### src/rtl/tl_chk_pkg.sv
// Shared definitions for the TileLink-UL in-flight check generator.
// Holds the A/D opcode encodings, the per-source table entry layout and
// helpers that turn an opcode/size pair into a burst length and an
// expected response opcode.
package tl_chk_pkg;

    // Width of the size field stored in each table entry
    localparam int SIZE_W = 4;

    localparam logic [2:0] A_PUTFULL       = 3'd0;
    localparam logic [2:0] A_PUTPARTIAL    = 3'd1;
    localparam logic [2:0] A_GET           = 3'd4;
    localparam logic [2:0] D_ACCESSACK     = 3'd0;
    localparam logic [2:0] D_ACCESSACKDATA = 3'd1;
    // No legal D opcode uses this value, so an entry holding it always mismatches
    localparam logic [2:0] OP_NEVER        = 3'd7;

    typedef struct packed {
        logic              valid;
        logic [2:0]        exp_op;
        logic [SIZE_W-1:0] size;
    } entry_t;

    // log2 of the number of beats in a burst. Only writes on A and
    // AccessAckData on D carry data over several beats; the result
    // saturates at max_log_beats.
    function automatic int beats_log2(input logic is_d, input logic [2:0] opcode,
                                      input int size, input int log_beat_bytes,
                                      input int max_log_beats);
        logic multi;
        multi = is_d ? (opcode == D_ACCESSACKDATA)
                     : (opcode == A_PUTFULL || opcode == A_PUTPARTIAL);
        if (!multi || size <= log_beat_bytes) begin
            return 0;
        end
        if (size - log_beat_bytes > max_log_beats) begin
            return max_log_beats;
        end
        return size - log_beat_bytes;
    endfunction

    // Response opcode a request is expected to receive
    function automatic logic [2:0] exp_op_for(input logic [2:0] a_opcode);
        case (a_opcode)
            A_GET:                   return D_ACCESSACKDATA;
            A_PUTFULL, A_PUTPARTIAL: return D_ACCESSACK;
            default:                 return OP_NEVER;
        endcase
    endfunction

endpackage

### src/rtl/tl_inflight_check_gen_beat_counter.sv
// Beat counter for one snooped TileLink channel.
// Ports: clock/reset_n, fire (beat accepted this cycle), opcode and size
// of the current beat; first = this beat opens a burst, last = this beat
// closes it. The counter wraps to zero on the last beat of a burst.
module tl_beat_counter
    import tl_chk_pkg::*;
#(
    parameter bit IS_D           = 1'b0,
    parameter int SIZE_BITS      = 4,
    parameter int LOG_BEAT_BYTES = 3,
    parameter int MAX_LOG_BEATS  = 3
) (
    input  logic                 clock,
    input  logic                 reset_n,
    input  logic                 fire,
    input  logic [2:0]           opcode,
    input  logic [SIZE_BITS-1:0] size,
    output logic                 first,
    output logic                 last
);

    localparam int CW = MAX_LOG_BEATS;

    logic [CW-1:0] cnt_q;
    logic [CW-1:0] cnt_d;
    logic [CW-1:0] beats_m1;
    int            lg;

    // Burst length comes from the beat currently on the bus; TileLink keeps
    // opcode and size stable across a burst so any beat gives the same answer.
    always_comb begin
        lg       = beats_log2(IS_D, opcode, int'(size), LOG_BEAT_BYTES, MAX_LOG_BEATS);
        beats_m1 = CW'((1 << lg) - 1);
        first    = (cnt_q == '0);
        last     = (cnt_q == beats_m1);
        cnt_d    = cnt_q;
        if (fire) begin
            cnt_d = last ? '0 : cnt_q + 1'b1;
        end
    end

    // Beat position register
    always_ff @(posedge clock or negedge reset_n) begin
        if (!reset_n) begin
            cnt_q <= '0;
        end else begin
            cnt_q <= cnt_d;
        end
    end

endmodule

### src/rtl/tl_inflight_check_gen.sv
// Passive TileLink-UL A/D monitor that tracks in-flight requests per source
// and, one cycle after each completed D response, presents a check tuple
// (idle, waive, expected, actual) for a downstream equality checker.
// Ports: clock, reset_n (async active-low); snooped A channel (valid, ready,
// opcode, size, source); snooped D channel (valid, ready, opcode, size,
// source, denied); chk_idle/chk_waive/chk_expect/chk_actual check tuple;
// err_source_reuse pulse; inflight_count of valid table entries.
module tl_inflight_check_gen
    import tl_chk_pkg::*;
#(
    parameter int SOURCE_BITS    = 4,
    parameter int SIZE_BITS      = SIZE_W,
    parameter int LOG_BEAT_BYTES = 3,
    parameter int MAX_LOG_BEATS  = 3
) (
    input  logic                   clock,
    input  logic                   reset_n,
    input  logic                   a_valid,
    input  logic                   a_ready,
    input  logic [2:0]             a_opcode,
    input  logic [SIZE_BITS-1:0]   a_size,
    input  logic [SOURCE_BITS-1:0] a_source,
    input  logic                   d_valid,
    input  logic                   d_ready,
    input  logic [2:0]             d_opcode,
    input  logic [SIZE_BITS-1:0]   d_size,
    input  logic [SOURCE_BITS-1:0] d_source,
    input  logic                   d_denied,
    output logic                   chk_idle,
    output logic                   chk_waive,
    output logic [3+SIZE_BITS:0]   chk_expect,
    output logic [3+SIZE_BITS:0]   chk_actual,
    output logic                   err_source_reuse,
    output logic [SOURCE_BITS:0]   inflight_count
);

    localparam int DEPTH = 1 << SOURCE_BITS;

    logic a_fire;
    logic d_fire;
    logic a_first;
    logic a_last;
    logic d_first;
    logic d_last;
    logic unused_beat_flags;

    entry_t table_q [DEPTH];
    entry_t table_d [DEPTH];
    entry_t d_ent;

    logic                 chk_idle_q, chk_idle_d;
    logic                 chk_waive_q, chk_waive_d;
    logic [3+SIZE_BITS:0] chk_expect_q, chk_expect_d;
    logic [3+SIZE_BITS:0] chk_actual_q, chk_actual_d;
    logic                 reuse_q, reuse_d;
    logic [SOURCE_BITS:0] count_q, count_d;

    assign a_fire = a_valid & a_ready;
    assign d_fire = d_valid & d_ready;

    tl_beat_counter #(
        .IS_D           (1'b0),
        .SIZE_BITS      (SIZE_BITS),
        .LOG_BEAT_BYTES (LOG_BEAT_BYTES),
        .MAX_LOG_BEATS  (MAX_LOG_BEATS)
    ) u_a_beats (
        .clock   (clock),
        .reset_n (reset_n),
        .fire    (a_fire),
        .opcode  (a_opcode),
        .size    (a_size),
        .first   (a_first),
        .last    (a_last)
    );

    tl_beat_counter #(
        .IS_D           (1'b1),
        .SIZE_BITS      (SIZE_BITS),
        .LOG_BEAT_BYTES (LOG_BEAT_BYTES),
        .MAX_LOG_BEATS  (MAX_LOG_BEATS)
    ) u_d_beats (
        .clock   (clock),
        .reset_n (reset_n),
        .fire    (d_fire),
        .opcode  (d_opcode),
        .size    (d_size),
        .first   (d_first),
        .last    (d_last)
    );

    // Requests register on their first A beat, responses retire on their last D beat
    assign unused_beat_flags = a_last ^ d_first;

    // Table update and check formation. The D clear is applied before the A
    // set so a source that retires and is reissued in the same cycle ends up
    // holding the new request without flagging a reuse. Cleared entries are
    // zeroed so a response with nothing in flight expects {1, 0, 0}.
    always_comb begin
        table_d      = table_q;
        d_ent        = table_q[d_source];
        chk_idle_d   = 1'b1;
        chk_waive_d  = 1'b0;
        chk_expect_d = chk_expect_q;
        chk_actual_d = chk_actual_q;
        reuse_d      = 1'b0;
        count_d      = '0;

        if (d_fire && d_last) begin
            chk_idle_d        = 1'b0;
            chk_waive_d       = d_denied;
            chk_expect_d      = {1'b1, d_ent.exp_op, d_ent.size};
            chk_actual_d      = {d_ent.valid, d_opcode, d_size};
            table_d[d_source] = '0;
        end

        if (a_fire && a_first) begin
            reuse_d                  = table_d[a_source].valid;
            table_d[a_source].valid  = 1'b1;
            table_d[a_source].exp_op = exp_op_for(a_opcode);
            table_d[a_source].size   = a_size;
        end

        for (int i = 0; i < DEPTH; i++) begin
            count_d = count_d + {{SOURCE_BITS{1'b0}}, table_d[i].valid};
        end
    end

    // State and registered outputs; reset wipes everything mid-burst
    always_ff @(posedge clock or negedge reset_n) begin
        if (!reset_n) begin
            for (int i = 0; i < DEPTH; i++) begin
                table_q[i] <= '0;
            end
            chk_idle_q   <= 1'b1;
            chk_waive_q  <= 1'b0;
            chk_expect_q <= '0;
            chk_actual_q <= '0;
            reuse_q      <= 1'b0;
            count_q      <= '0;
        end else begin
            table_q      <= table_d;
            chk_idle_q   <= chk_idle_d;
            chk_waive_q  <= chk_waive_d;
            chk_expect_q <= chk_expect_d;
            chk_actual_q <= chk_actual_d;
            reuse_q      <= reuse_d;
            count_q      <= count_d;
        end
    end

    assign chk_idle         = chk_idle_q;
    assign chk_waive        = chk_waive_q;
    assign chk_expect       = chk_expect_q;
    assign chk_actual       = chk_actual_q;
    assign err_source_reuse = reuse_q;
    assign inflight_count   = count_q;

endmodule

### config.mk
export PLATFORM = sky130hd
export DESIGN_NAME = tl_inflight_check_gen
export DESIGN_NICKNAME = d
export VERILOG_FILES = /design/src/rtl/tl_chk_pkg.sv /design/src/rtl/tl_inflight_check_gen_beat_counter.sv /design/src/rtl/tl_inflight_check_gen.sv
export SDC_FILE = /design/constraint.sdc
export NUM_CORES = 1
export LEC_CHECK = 0
export CORE_ASPECT_RATIO = 1.4
export CORE_UTILIZATION = 55
export CTS_CLUSTER_SIZE = 28
export DETAILED_ROUTE_END_ITERATION = 7
export GPL_TIMING_DRIVEN = 0
export MAX_ROUTING_LAYER = met4
export PLACE_DENSITY = 0.75
export SLEW_MARGIN = 20
export SYNTH_ARGS = -nofsm -noshare
export SYNTH_HDL_FRONTEND = slang
export SYNTH_SLANG_ARGS = --single-unit
### constraint.sdc
create_clock -name clock -period 8.9 [get_ports clock]
set_input_delay 2.67 -clock clock [delete_from_list [all_inputs] [get_ports clock]]
set_output_delay 2.67 -clock clock [all_outputs]
set_load 0.02 [all_outputs]
==> metrics.cfg, run 1 <==
[run_status]
status = finished, final reports clean

[drt]
vias = 6710
drc = 0
vias_per_cell = 6.43
drt_iter0_drc = 723
drt_wl_total_mm = 25.1
wire_per_inst_um = 24.0
dr.pass1.iters = 6
postRouteAntennaNets = 0

[sta]
final-max-slew-violation-count = 0
hold_violations = 0
max_freq_mhz = 116
finalCriticalPeriod_ns = 8.61
fin_skew_ns = 0.00628
period_share_pct = 96.7
worstMarginPinSlew_ns = 0.925
rsz0062_at_grt = false
tns_ns = 0
hold_ws_ns = 0.470
slew_headroom_pct = 38.3
finalSetupViolations = 0
layout_setup_ws_ns = 0.294

[power]
finalPower_mw = 3.57
max-vdd-ir-drop_mv = 0.891
p_leak_nw = 4.36
p_per_area_mw_per_mm2 = 361

[layout]
final_cell_mix = 157 x dfrtp_1, 129 x nand2_1, 45 x clkdlybuf4s50_1
final_nets = 892
syn_to_final_growth_pct = 17.9
fill_cells = 1175
drive_above_1_share_pct = 19.5
fin_util_pct = 66.0
final_common_cell = dfrtp_1
diodes = 0

[worst_setup_path]
crit_chain = clkdlybuf4s50_1, or3b_4, or2_1, or3b_2, ha_1, xnor2_1, a21oi_1, o21ai_2, nor3_4, buf_4, buf_4, and3_4, o21ai_1, fa_1, fa_1, fa_1, inv_1, fa_1, inv_1, ha_1, inv_1, fa_1, nor2b_1, o21a_1
cp_slowest_stage_delay_ns = 0.56
cp.arrival_ns = 8.98
start_kind = input pin
r2r_setup_slack_ns = 3.67
cp.required_ns = 9.27
cp_max_fo = 8
crit_type = input pin to flop
critPathCaptureType = flop
cpMaxStageDelayCell = fa_1
cp_common_cell = fa_1
critPathTopFamily = adder cells
path_buf_inv = 6

[clock_tree]
numCtsBuffers = 17
cts_tree = yes
clk_path_buf_depth = 2
cts-root-buf = clkbuf_16
h-tree-depth = 4
cts_sinks = 158
insertion_delay_ns = 0.43
path_clk_slew_ns = 0.07
cts_hold_buffers = 0

[synthesis]
netlist_area_mm2 = 0.00839
synth-main-ff-cell = dfrtp_1
synthTopCellsByArea = dfrtp_1 47%, mux4_2 12%, nand2_1 5.8%
ys_warn_count = 0
syn-num-nets = 815
yosysTopAreaCell = dfrtp_1
ys_types = 63
synthCells = 762
seq_area_frac_synth_pct = 47.1
netlist.area_leader.share_pct = 46.8
yosys_register_bits = 158
synthArstFlopShare_pct = 100
synth_edf_count = 0
avgSynthCellArea_um2 = 11.0

[job]
drv_cap = 0

[floorplan]
start_util_pct = 56.0
die_w_um = 106
die_y_um = 148
coreArea_mm2 = 0.0150
rows = 53
num_io_pins = 53
die_area_mm2 = 0.0158

[global_routing]
grt_usage_pct = 34.7
antenna_found_initial = 0
grt_max_degree = 95
grt_pass1_wl_mm = 38.7
grt_pass1_vias = 6987
overflow = 0

[place]
port_buffers = 49
place_worst_setup_slack_ns = -0.775
hpwlAfterDp_mm = 17.7
place_congestion = 0.973

[worst_hold_path]
hp-class = flop to flop

==> cell families (layout without fill, tap and decap cells) <==
family                     Yosys count  after routing  synth area share, %
DFF                                158            158                 47.1
buffers and inverters               78            168                 3.82
AOI/OAI and AO/OA                  168            168                 13.7
xor gates and xnor gates            12             12                 1.25
muxes                               60             60                 14.2
and+or+nand+nor                    262            262                 15.4
adders and majority gates           24             24                 4.47
==> area by class of cell <==
| class | count | area, um^2 | share of cell area [%] |
|---|---|---|---|
| multi-input combinational | 526 | 4180 | 42.2 |
| buffer | 45 | 204 | 2.06 |
| inverter | 31 | 116 | 1.18 |
| timing repair buffer | 60 | 618 | 6.25 |
| sequential | 158 | 3960 | 40.0 |
| clock inverter | 14 | 156 | 1.58 |
| clock buffer | 18 | 429 | 4.34 |
| tap | 192 | 240 | 2.43 |
==> through the flow <==
| stage | cell area (um^2) | instances |
|---|---|---|
| 2_1_floorplan | 8390 | 762 |
| 3_3_place_gp | 9120 | 1003 |
| 3_5_place_dp | 9160 | 1004 |
| 4_1_cts | 9760 | 1035 |
| 5_1_grt | 9900 | 1044 |
| 6_report | 9900 | 1044 |
==> metal layers <==
metal / routed length (um) / GRT usage [%]
met3: 1940 / 6.09
met5: 0 / -
met2: 12800 / 57.7
met4: 1510 / 20.6
met1: 8850 / 39.2
==> path summary, 6_finish.rpt <==
kind                       depth (start not counted)           endpoint                from
hold reg to reg                                    1      chk_expect[7]       chk_expect[7]
hold / removal                                     1      chk_expect[7]       chk_expect[7]
max in group asynchronous                          2           chk_idle             reset_n
min in group asynchronous                          1      chk_actual[1]             reset_n
setup / recovery                                  24  inflight_count[4]         d_opcode[0]
setup reg to reg                                  18  inflight_count[4]  u_a_beats.cnt_q[0]
==> state kept, by name, indices dropped and copies added (netlist names) <==
name,count
inflight_count,5
chk_idle,1
u_d_beats.cnt_q,3
chk_actual,8
err_source_reuse,1
chk_expect,8
chk_waive,1
u_a_beats.cnt_q,3
table_q,128
==> report_power, final <==
part	total [mW]	leakage, nW	switching (mW)	internal, mW
clock	0.728	0.280	0.310	0.418
combinational	1.65	2.03	0.814	0.840
sequential	1.19	2.06	0.172	1.02
total	3.57	4.36	1.30	2.28
==> synthesized netlist by cell type, types with 7 or more instances <==
| library cell | count |
|---|---|
| buf_2 | 10 |
| fa_1 | 10 |
| ha_1 | 14 |
| mux4_2 | 44 |
| o22ai_1 | 41 |
| nand3_1 | 7 |
| clkbuf_1 | 31 |
| and2_1 | 27 |
| nand2_1 | 129 |
| a22o_1 | 18 |
| mux2_2 | 9 |
| a21o_1 | 9 |
| xnor2_1 | 9 |
| a31o_2 | 24 |
| inv_1 | 31 |
| o21ai_0 | 43 |
| dfrtp_1 | 157 |
| nor2_1 | 43 |
| and3_1 | 12 |
| nor3_1 | 10 |
==> timing repair <==
item / in CTS / in global routing
endpoints found under the setup margin: 4 / 4
setup buffers: 1 / 9
pin swaps: 1 / 5
hold endpoints to repair: 0 / 0
resized for setup: 5 / 12
Note: power is estimated with default switching activity, not from simulation.
==> inputs of run 2 (changes only) <==
- GPL_ROUTABILITY_DRIVEN: not set -> 0
==> run 2 against run 1 <==
  * Sequential cell count unchanged
  * Critical path depth unchanged
  * Via count up 1.4%
  * Register-to-register slack about the same
  * Clock skew up 0.0076 ns
  * Total power up 1.3%
  * Setup slack worse by 0.031 ns
  * Worst hold slack better by 0.0059 ns
  * Critical path type unchanged
  * Critical endpoint unchanged
  * Sequential share of layout area up 0.20 points
  * Sequential power about the same
  * Clock power up 3.7%
==> metrics.cfg, run 2 (same netlist as run 1, synthesis figures left out) <==
[worst_hold_path]
hold_path_end = chk_expect[7]
hp-class = flop to flop
min_path_cells = 1
worstHoldStart = chk_expect[7]

[clock_tree]
cts_hold_buffers = 0
clk_path_buf_depth = 2
insertion_delay_ns = 0.43
numCtsBuffers = 17
cts-root-buf = clkbuf_16
cts_tree = yes
h-tree-depth = 4
cts_sinks = 158
path_clk_slew_ns = 0.08

[drt]
vias_per_cell = 6.54
wire_per_inst_um = 23.7
postRouteAntennaNets = 0
vias = 6802
dr.pass1.iters = 7
drc = 0
drt_iter0_drc = 732
drt_wl_total_mm = 24.6

[worst_setup_path]
reg2reg_to = inflight_count[4]
cpMaxStageDelayCell = fa_1
path_buf_inv = 6
critPathCaptureType = flop
cp_max_fo = 8
crit_type = input pin to flop
r2r-start = u_a_beats.cnt_q[0]
cp_common_cell = fa_1
cp_slowest_stage_delay_ns = 0.62
cp.arrival_ns = 9.00
r2r_setup_slack_ns = 3.68
start_kind = input pin
cp.required_ns = 9.27
critPathTopFamily = adder cells
crit_chain = clkdlybuf4s50_1, or3b_4, or2_1, or3b_2, ha_1, xnor2_1, a21oi_1, o21ai_2, nor3_4, buf_6, and3_1, clkbuf_4, o21ai_1, fa_1, fa_1, fa_1, inv_1, fa_1, inv_1, ha_1, inv_1, fa_1, nor2b_1, o21a_1
r2r_cells = 19

[sta]
hold_violations = 0
worstMarginPinSlew_ns = 0.976
finalSetupViolations = 0
fin_skew_ns = 0.0139
tns_ns = 0
rsz0062_at_grt = false
slew_headroom_pct = 34.9
finalCriticalPeriod_ns = 8.64
period_share_pct = 97.0
max_freq_mhz = 116
final-max-slew-violation-count = 0

[layout]
fill_cells = 1155
final_nets = 888
final_cell_mix = 157 x dfrtp_1, 129 x nand2_1, 45 x clkdlybuf4s50_1
diodes = 0
largest_reg_flops = 128
fin_util_pct = 65.7
finalInstanceArea_mm2 = 0.00985
final_common_cell = dfrtp_1
syn_to_final_growth_pct = 17.4
drive_above_1_share_pct = 19.1
regMostFlops = table_q

[place]
port_buffers = 49
placed_area_mm2 = 0.00916
hpwlAfterDp_mm = 17.2

[floorplan]
start_util_pct = 56.0
die_y_um = 148
rows = 53
die_area_mm2 = 0.0158
die_w_um = 106
coreArea_mm2 = 0.0150
num_io_pins = 53

[run_status]
status = finished, final reports clean

[global_routing]
antenna_found_initial = 0
grt_pass1_wl_mm = 38.3
grt_usage_pct = 33.8
grt_pass1_vias = 7109
overflow = 0
grt_max_degree = 107

[power]
p_per_area_mw_per_mm2 = 367
p_leak_nw = 4.36
finalPower_mw = 3.62
max-vdd-ir-drop_mv = 0.709

[job]
drv_cap = 0

-- run 2: cell types whose count changed in the layout (fill, tap and decap cells not counted), sizes merged --
cell	change
inv	+2
clkinvlp	-3
clkbuf	+1
clkinv	+1
buf	-5
-- run 2: cell type report --
type	count	area, um^2	share of cell area [%]
Buffer	45	200	2.03
Sequential cell	158	3960	40.2
Timing Repair Buffer	56	576	5.84
Inverter	31	116	1.18
Clock buffer	18	439	4.46
Clock inverter	14	171	1.74
Tap cell	192	240	2.44
Multi-Input combinational cell	526	4150	42.1
-- run 2: power breakdown --
part           internal (mW)  total (mW)  switching [mW]  leakage (nW)
combinational          0.829        1.67           0.839          2.01
clock                  0.431       0.755           0.324         0.301
sequential              1.02        1.19           0.177          2.06
total                   2.28        3.62            1.34          4.36
-- run 2: worst max-delay path by stage --
stage,from,endpoint,slack [ns],cells past startpoint
detailed placement,d_size[0],inflight_count[4],-0.69,25
global route,d_opcode[0],inflight_count[4],0.01,24
global placement,reset_n,table_q[65],-0.84,1
CTS,d_size[0],inflight_count[4],0.01,26
finish,d_opcode[0],inflight_count[4],0.26,24
floorplan,d_size[0],inflight_count[4],0.58,25
-- run 2: metrics by stage --
stage                     worst slack (ns)  cells  hold slack (ns)
after floorplan                      0.576    762            0.468
after global placement              -0.845   1003            0.456
after detailed placement            -0.688   1004            0.463
after CTS                           0.0107   1039            0.480
after global routing                0.0112   1040            0.501
final                                0.263   1040            0.476
-- run 2: repair_timing --
action                                  CTS  global route
endpoints found under the setup margin    4             4
pin swaps                                 1             1
setup buffers                             5             1
gates resized for setup                   2             9
-- run 2: metal layers --
| metal | track usage (%) | part of all wire (%) | vias up |
|---|---|---|---|
| met5 | - | 0 | - |
| met2 | 54.1 | 49 | 463 |
| met4 | 25.5 | 8.0 | 0 |
| met1 | 37.0 | 34 | 3321 |
| li1 | - | - | 2890 |
| met3 | 7.01 | 8.8 | 128 |
